`src/rtl/if_fetch_unit.sv`:
```
// Instruction-fetch stage: owns the PC and keeps one imem request outstanding at a time.
// Holds one fetched word and presents it to IF/ID as {IR, PC, commit, isHalt}.
module if_fetch_unit #(
    parameter logic [31:0] RESET_PC  = 32'h0000_0000,
    parameter logic [31:0] HALT_INSN = 32'h0010_0073,
    parameter logic [31:0] NOP_IR    = 32'h0000_0000
) (
    input  logic        clk,
    input  logic        rst,
    input  logic        stall,
    input  logic        redirect_en,
    input  logic [31:0] redirect_pc,
    output logic        imem_req,
    output logic [31:0] imem_addr,
    input  logic        imem_ready,
    input  logic        imem_rvalid,
    input  logic [31:0] imem_rdata,
    output logic [31:0] IR,
    output logic [31:0] PC,
    output logic        commit,
    output logic        isHalt,
    output logic        halted
);

    typedef enum logic [1:0] {
        FETCH = 2'd0,
        WAIT  = 2'd1,
        HALT  = 2'd2
    } state_t;

    state_t      state_q, state_d;
    logic [31:0] pc_q, pc_d;
    logic [31:0] req_pc_q, req_pc_d;
    logic [31:0] buf_ir_q, buf_ir_d;
    logic [31:0] buf_pc_q, buf_pc_d;
    logic        buf_valid_q, buf_valid_d;
    logic        kill_q, kill_d;

    always_comb begin
        state_d     = state_q;
        pc_d        = pc_q;
        req_pc_d    = req_pc_q;
        buf_ir_d    = buf_ir_q;
        buf_pc_d    = buf_pc_q;
        buf_valid_d = stall ? buf_valid_q : 1'b0;
        kill_d      = kill_q;
        imem_req    = 1'b0;

        case (state_q)
            FETCH: begin
                // Only request when the buffer is guaranteed free by response time.
                imem_req = ~redirect_en & (~buf_valid_q | ~stall);
                if (imem_req && imem_ready) begin
                    req_pc_d = pc_q;
                    pc_d     = pc_q + 32'd4;
                    state_d  = WAIT;
                end
            end
            WAIT: begin
                if (imem_rvalid) begin
                    if (kill_q) begin
                        kill_d  = 1'b0;
                        state_d = FETCH;
                    end else if (redirect_en) begin
                        state_d = FETCH;
                    end else begin
                        buf_ir_d    = imem_rdata;
                        buf_pc_d    = req_pc_q;
                        buf_valid_d = 1'b1;
                        state_d     = (imem_rdata == HALT_INSN) ? HALT : FETCH;
                    end
                end else if (redirect_en) begin
                    kill_d = 1'b1;
                end
            end
            HALT: begin
                if (redirect_en) state_d = FETCH;
            end
            default: state_d = FETCH;
        endcase

        // Redirect wins over stall: the buffered instruction is on the wrong path.
        if (redirect_en) begin
            pc_d        = redirect_pc & 32'hFFFF_FFFC;
            buf_valid_d = 1'b0;
        end

        if (rst) imem_req = 1'b0;
    end

    always_ff @(posedge clk) begin
        if (rst) begin
            state_q     <= FETCH;
            pc_q        <= RESET_PC;
            req_pc_q    <= RESET_PC;
            buf_ir_q    <= NOP_IR;
            buf_pc_q    <= 32'd0;
            buf_valid_q <= 1'b0;
            kill_q      <= 1'b0;
        end else begin
            state_q     <= state_d;
            pc_q        <= pc_d;
            req_pc_q    <= req_pc_d;
            buf_ir_q    <= buf_ir_d;
            buf_pc_q    <= buf_pc_d;
            buf_valid_q <= buf_valid_d;
            kill_q      <= kill_d;
        end
    end

    assign imem_addr = pc_q;
    assign commit    = buf_valid_q;
    assign IR        = buf_valid_q ? buf_ir_q : NOP_IR;
    assign PC        = buf_valid_q ? buf_pc_q : 32'd0;
    assign isHalt    = buf_valid_q & (buf_ir_q == HALT_INSN);
    assign halted    = (state_q == HALT);

endmodule
```
`config.mk`:
```
export PLATFORM = sky130hd
export DESIGN_NAME = if_fetch_unit
export DESIGN_NICKNAME = d
export VERILOG_FILES = /design/src/rtl/if_fetch_unit.sv
export SDC_FILE = /design/constraint.sdc
export NUM_CORES = 1
export LEC_CHECK = 0
export CORE_MARGIN = 5
export CORE_UTILIZATION = 35
export DETAILED_ROUTE_END_ITERATION = 6
export GPL_TIMING_DRIVEN = 0
export MAX_ROUTING_LAYER = met4
export SYNTH_ARGS = -nofsm -noshare
export SYNTH_HDL_FRONTEND = slang
export SYNTH_SLANG_ARGS = --single-unit
```
`constraint.sdc`:
```
create_clock -name clk -period 5.51 [get_ports clk]
set_clock_uncertainty 0.15 [all_clocks]
set_input_delay 0.8265 -clock clk [delete_from_list [all_inputs] [get_ports clk]]
set_output_delay 0.8265 -clock clk [all_outputs]
set_load 0.05 [all_outputs]
```
==> results.md, run 1 <==
- Most used flip-flop cell after synthesis: sky130_fd_sc_hd__dfxtp_1
- Fraction of the mapped netlist area in adder cells: 0.2186%
- Final critical path time including I/O delays and setup: 3.944 ns
- Post-Route Utilization: 51.95%
- Reg-to-reg slack, setup: 3.20 ns
- Total core area: 15940 um^2
- Via-per-instance ratio: 4.923
- Ratio of final minimum period to clock period: 71.59%
- Sinks on Clock Net: 126
- Skew-Pair Late Insertion Delay: 0.42 ns
- Num ports: 170
- CTS tree: yes
- Internal: 1.845 mW
- Required @ worst endpoint: 4.53 ns
- Layout area overhead: 44.68%
- Status: finished clean
- Power per standard cell area: 296.6 nW/um^2
- Routed length per instance: 16.29 um
- Headroom to the max-slew limit: 56.08%
- Placement Cell Area: 7637 um^2
- Fraction of power consumed by combinational cells: 10.7%
- Hold-fix buffer count after cts: 0
- Library cell occupying the most area in the post-synthesis netlist: sky130_fd_sc_hd__dfxtp_1
- Top layer in use: met4
- Worst endpoint data arrival time: 2.97 ns
- First-pass GRT wire length: 29.46 mm
- CTS max path bufs: 2
- Timing endpoint of the critical path: imem_req
- Critical path class: primary input to primary output
- Total non-filler cell area in the finished layout: 8282 um^2
- Reg-to-Reg Start: imem_addr[2]$_SDFFE_PP0P_
- Total power consumption of the routed design: 2.456 mW
- Post-synthesis share of cell area spent on xor and xnor gates: 2.142%
- Mux cell area share after synthesis: 0%
- Sum Neg Setup Slack: 0 ns
- Static leakage power: 2.790 nW
- FP Rows: 46
- Fraction of power spent switching nets: 24.89%
- Number of buffers created by CTS: 17
- Class of the most critical hold timing path: register to register
- Most area-consuming cells after synthesis: sky130_fd_sc_hd__dfxtp_1 44%, sky130_fd_sc_hd__nand2_1 13%, sky130_fd_sc_hd__a21oi_1 10%
- Routed wire length on met2: 8.852 mm
- Max-slew violation count: 0
- Synth cell types: 47
- Crit-path max cell delay: 0.76 ns
- Type of destination of the critical path: primary output
- Number of H-tree branching levels: 4
- Gate count after technology mapping: 749
- Met3 routed WL: 1.124 mm
- Fraction of final layout cells sized beyond drive strength 1: 6.019%
- Share of total power in sequential cells: 39.4%
- Clock Pin Slew Worst Setup and Hold Paths: 0.06 ns
- Layout fillers: 1635
- CP Max Fanout: 10
- Die Wd: 137.9 um
- Maximum vdd ir drop: 0.2634 mV
- Port Buffer Count: 163
- Series of cell instances along the critical path: clkdlybuf4s50_1 > clkbuf_1 > clkbuf_1 > nor3_1 > clkdlybuf4s50_1
- Standard cell with the maximum stage delay on the critical path: sky130_fd_sc_hd__clkdlybuf4s50_1
- Post-synthesis instance area: 5724 um^2
- EDFF count, synth: 0
- Final #Nets: 1005
- Routability-driven placement congestion ratio: 0.8599
- Net switching power of the design: 0.6112 mW
- Worst r2r dst: imem_addr[26]$_SDFFE_PP0P_
- Count of buffers added by post-CTS timing repair for setup: 0
- Synth Area in Compound Gates: 16.37%
- Half-perimeter wire length after detailed placement: 14.15 mm
- Final Hold Fails: 0
- Sum of routed wire length over all layers: 18.95 mm
- Die height: 137.9 um
- Total Die Area: 19010 um^2
- Post-synthesis async set-or-reset flop share: 0%
- Routed met1 length: 8.763 mm
- Flip-flop and latch count after synthesis: 126
- First-pass detailed-route iteration total: 5
- Resized cells post-CTS: 0
- Total of max-cap violations: 0
- Nature of the critical path startpoint: primary input
- Residual antenna-violating net count after detailed routing: 0
- Max frequency: 0.2535 GHz
- Yosys warnings: 0
- Total setup violations reported at the end of the flow: 0
- Overall Global Routing Usage: 20.71%
- Starting DRC count in detailed routing: 303
- RSZ-0062 raised after global routing: false
- Clock share of power: 50.0%
- Synthesized area per cell: 7.643 um^2
- Maximum number of pins on one net before global-route repair: 17
- Smallest hold slack: 0.2978 ns
- R2R cell count: 6
- Fraction of synthesized cell area taken by the top area cell type: 44.07%
- Post-synthesis simple-gate area fraction: 31.93%
- Initial antenna violation count: 0
- Transition at the pin with the smallest max-transition slack: 0.6588 ns
- Main combinational cell family by area after synthesis: simple AND/OR/NAND/NOR gates
- Share of the yosys chip area belonging to registers: 44.07%
- DRC violations left: 0
- Setup crit start: rst
- Vias after detailed routing: 5725
- Number of global-route vias before repair: 5454
- Clock root buffer master: sky130_fd_sc_hd__clkbuf_16
- Starting density of the core: 35.90%
- Diode count: 0
- Overflow left after global routing: 0
-- worst min-delay path by stage --
stage / startpoint / endpoint / slack, ns / cells after the start
after floorplan: buf_ir_q[4]$_SDFFE_PP0P_ / buf_ir_q[4]$_SDFFE_PP0P_ / 0.28 / 2
after global placement: buf_pc_q[16]$_SDFFE_PP0P_ / buf_pc_q[16]$_SDFFE_PP0P_ / 0.29 / 2
after detailed placement: buf_pc_q[19]$_SDFFE_PP0P_ / buf_pc_q[19]$_SDFFE_PP0P_ / 0.29 / 2
after CTS: buf_pc_q[19]$_SDFFE_PP0P_ / buf_pc_q[19]$_SDFFE_PP0P_ / 0.30 / 2
after global routing: buf_pc_q[12]$_SDFFE_PP0P_ / buf_pc_q[12]$_SDFFE_PP0P_ / 0.32 / 2
final: buf_pc_q[3]$_SDFFE_PP0P_ / buf_pc_q[3]$_SDFFE_PP0P_ / 0.30 / 2
-- worst max-delay path, delay by kind of cell --
family / cells / cell delay [ns]
and+or+nand+nor: 1 / 0.10
buffers and inverters: 4 / 2.04
-- layer usage --
metal	GRT usage (%)	vias to the layer above
li1	-	2940
met1	27.04	2626
met2	32.57	147
met3	4.862	12
met4	5.269	0
met5	-	-
-- area by class of cell --
class	count	area, um^2	share of cell area [%]
clock buffers	18	429.2	5.182
multi-input cells	561	2915	35.20
plain buffers	60	279.0	3.369
well taps	216	270.3	3.263
clock inverters	14	215.2	2.599
flip-flops and latches	126	2522	30.46
repair buffers	163	1632	19.70
inverters	5	18.77	0.2266
-- cells by family after synthesis --
logic type	after synthesis
XOR/XNOR	14
AND/OR/NAND/NOR	373
flip-flops	126
other	1
AO/OA/AOI/OAI	169
adder cells (fa/ha/maj)	1
buffers and inverters	65
-- cells in the mapped netlist (all sizes together), types with 3 or more instances --
library cell    n
nand2         204
dfxtp         126
a21oi         115
and2           77
clkbuf         38
nor4           24
buf            22
a31oi          16
nand4          15
o22ai          14
nor2           13
nand3          11
xnor2           8
o21ai           7
xor2            6
inv             5
nor3            5
a211oi          4
nor4b           4
and3            3
and4            3
or3             3
-- stage by stage --
step           std cells  setup WS [ns]
2_1_floorplan        752          1.622
3_3_place_gp        1131          1.575
3_5_place_dp        1131          1.583
4_1_cts             1163          1.574
5_1_grt             1163          1.445
6_report            1163          1.566
-- power by group through the flow --
stage          Clock [mW]  Combinational [mW]  Sequential, mW
3_5_place_dp            0               0.262           0.986
6_report             1.23               0.262           0.967
2_1_floorplan           0              0.0975            1.02
5_1_grt              1.29               0.281           0.970
4_1_cts              1.25               0.264           0.966
3_3_place_gp            0               0.262           0.986
-- cells in the final DEF, fill, tap and decap left out, types with 4 or more instances in the layout --
cell,n
sky130_fd_sc_hd__clkdlybuf4s50_1,163
sky130_fd_sc_hd__nand3_1,11
sky130_fd_sc_hd__nor4b_1,4
sky130_fd_sc_hd__a21oi_1,115
sky130_fd_sc_hd__nor2_1,12
sky130_fd_sc_hd__a211oi_1,4
sky130_fd_sc_hd__xnor2_1,8
sky130_fd_sc_hd__bufinv_16,5
sky130_fd_sc_hd__conb_1,4
sky130_fd_sc_hd__a31oi_1,16
sky130_fd_sc_hd__dfxtp_1,126
sky130_fd_sc_hd__clkbuf_16,17
sky130_fd_sc_hd__and2_1,77
sky130_fd_sc_hd__clkbuf_1,39
sky130_fd_sc_hd__nand4_1,14
sky130_fd_sc_hd__buf_2,13
sky130_fd_sc_hd__inv_1,5
sky130_fd_sc_hd__nand2_1,204
sky130_fd_sc_hd__o21ai_0,7
sky130_fd_sc_hd__nor4_1,22
sky130_fd_sc_hd__nor3_1,5
sky130_fd_sc_hd__buf_4,6
sky130_fd_sc_hd__o22ai_1,14
sky130_fd_sc_hd__xor2_1,6
-- registers in the layout, summed over array words and instances (netlist names) --
name / count
buf_ir_q: 32
buf_pc_q: 30
imem_addr: 30
req_pc_q: 30
state_q: 2
commit: 1
kill_q: 1
(Power assumes the default switching activity.)
==> run 2: changes to the inputs <==
==> constraint.sdc (replaced) <==
create_clock -name clk -period 4.1 [get_ports clk]
set_clock_uncertainty 0.15 [all_clocks]
set_input_delay 0.615 -clock clk [delete_from_list [all_inputs] [get_ports clk]]
set_output_delay 0.615 -clock clk [all_outputs]
set_load 0.05 [all_outputs]
==> results of run 2 <==
The final DEF is identical to that of run 1. Status: finished clean.
Main changes from that run: setup slack after placement 1.583 ns -> 0.5959 ns; setup slack after layout 1.566 ns -> 0.5786 ns; register-to-register setup slack 3.20 ns -> 1.79 ns; total power 2.456 mW -> 3.301 mW; worst IR drop on VDD 0.2634 mV -> 0.3539 mV
==> run 3: changes to the inputs <==
==> constraint.sdc (replaced) <==
create_clock -name clk -period 3.4 [get_ports clk]
set_clock_uncertainty 0.15 [all_clocks]
set_input_delay 0.51 -clock clk [delete_from_list [all_inputs] [get_ports clk]]
set_output_delay 0.51 -clock clk [all_outputs]
set_load 0.01 [all_outputs]
==> results of run 3 <==
The final DEF is identical to that of run 1. Status: finished clean.
Main changes from that run: setup slack after placement 1.583 ns -> 0.3243 ns; setup slack after layout 1.566 ns -> 0.3074 ns; register-to-register setup slack 3.20 ns -> 1.09 ns; total power 2.456 mW -> 3.902 mW; worst IR drop on VDD 0.2634 mV -> 0.4265 mV
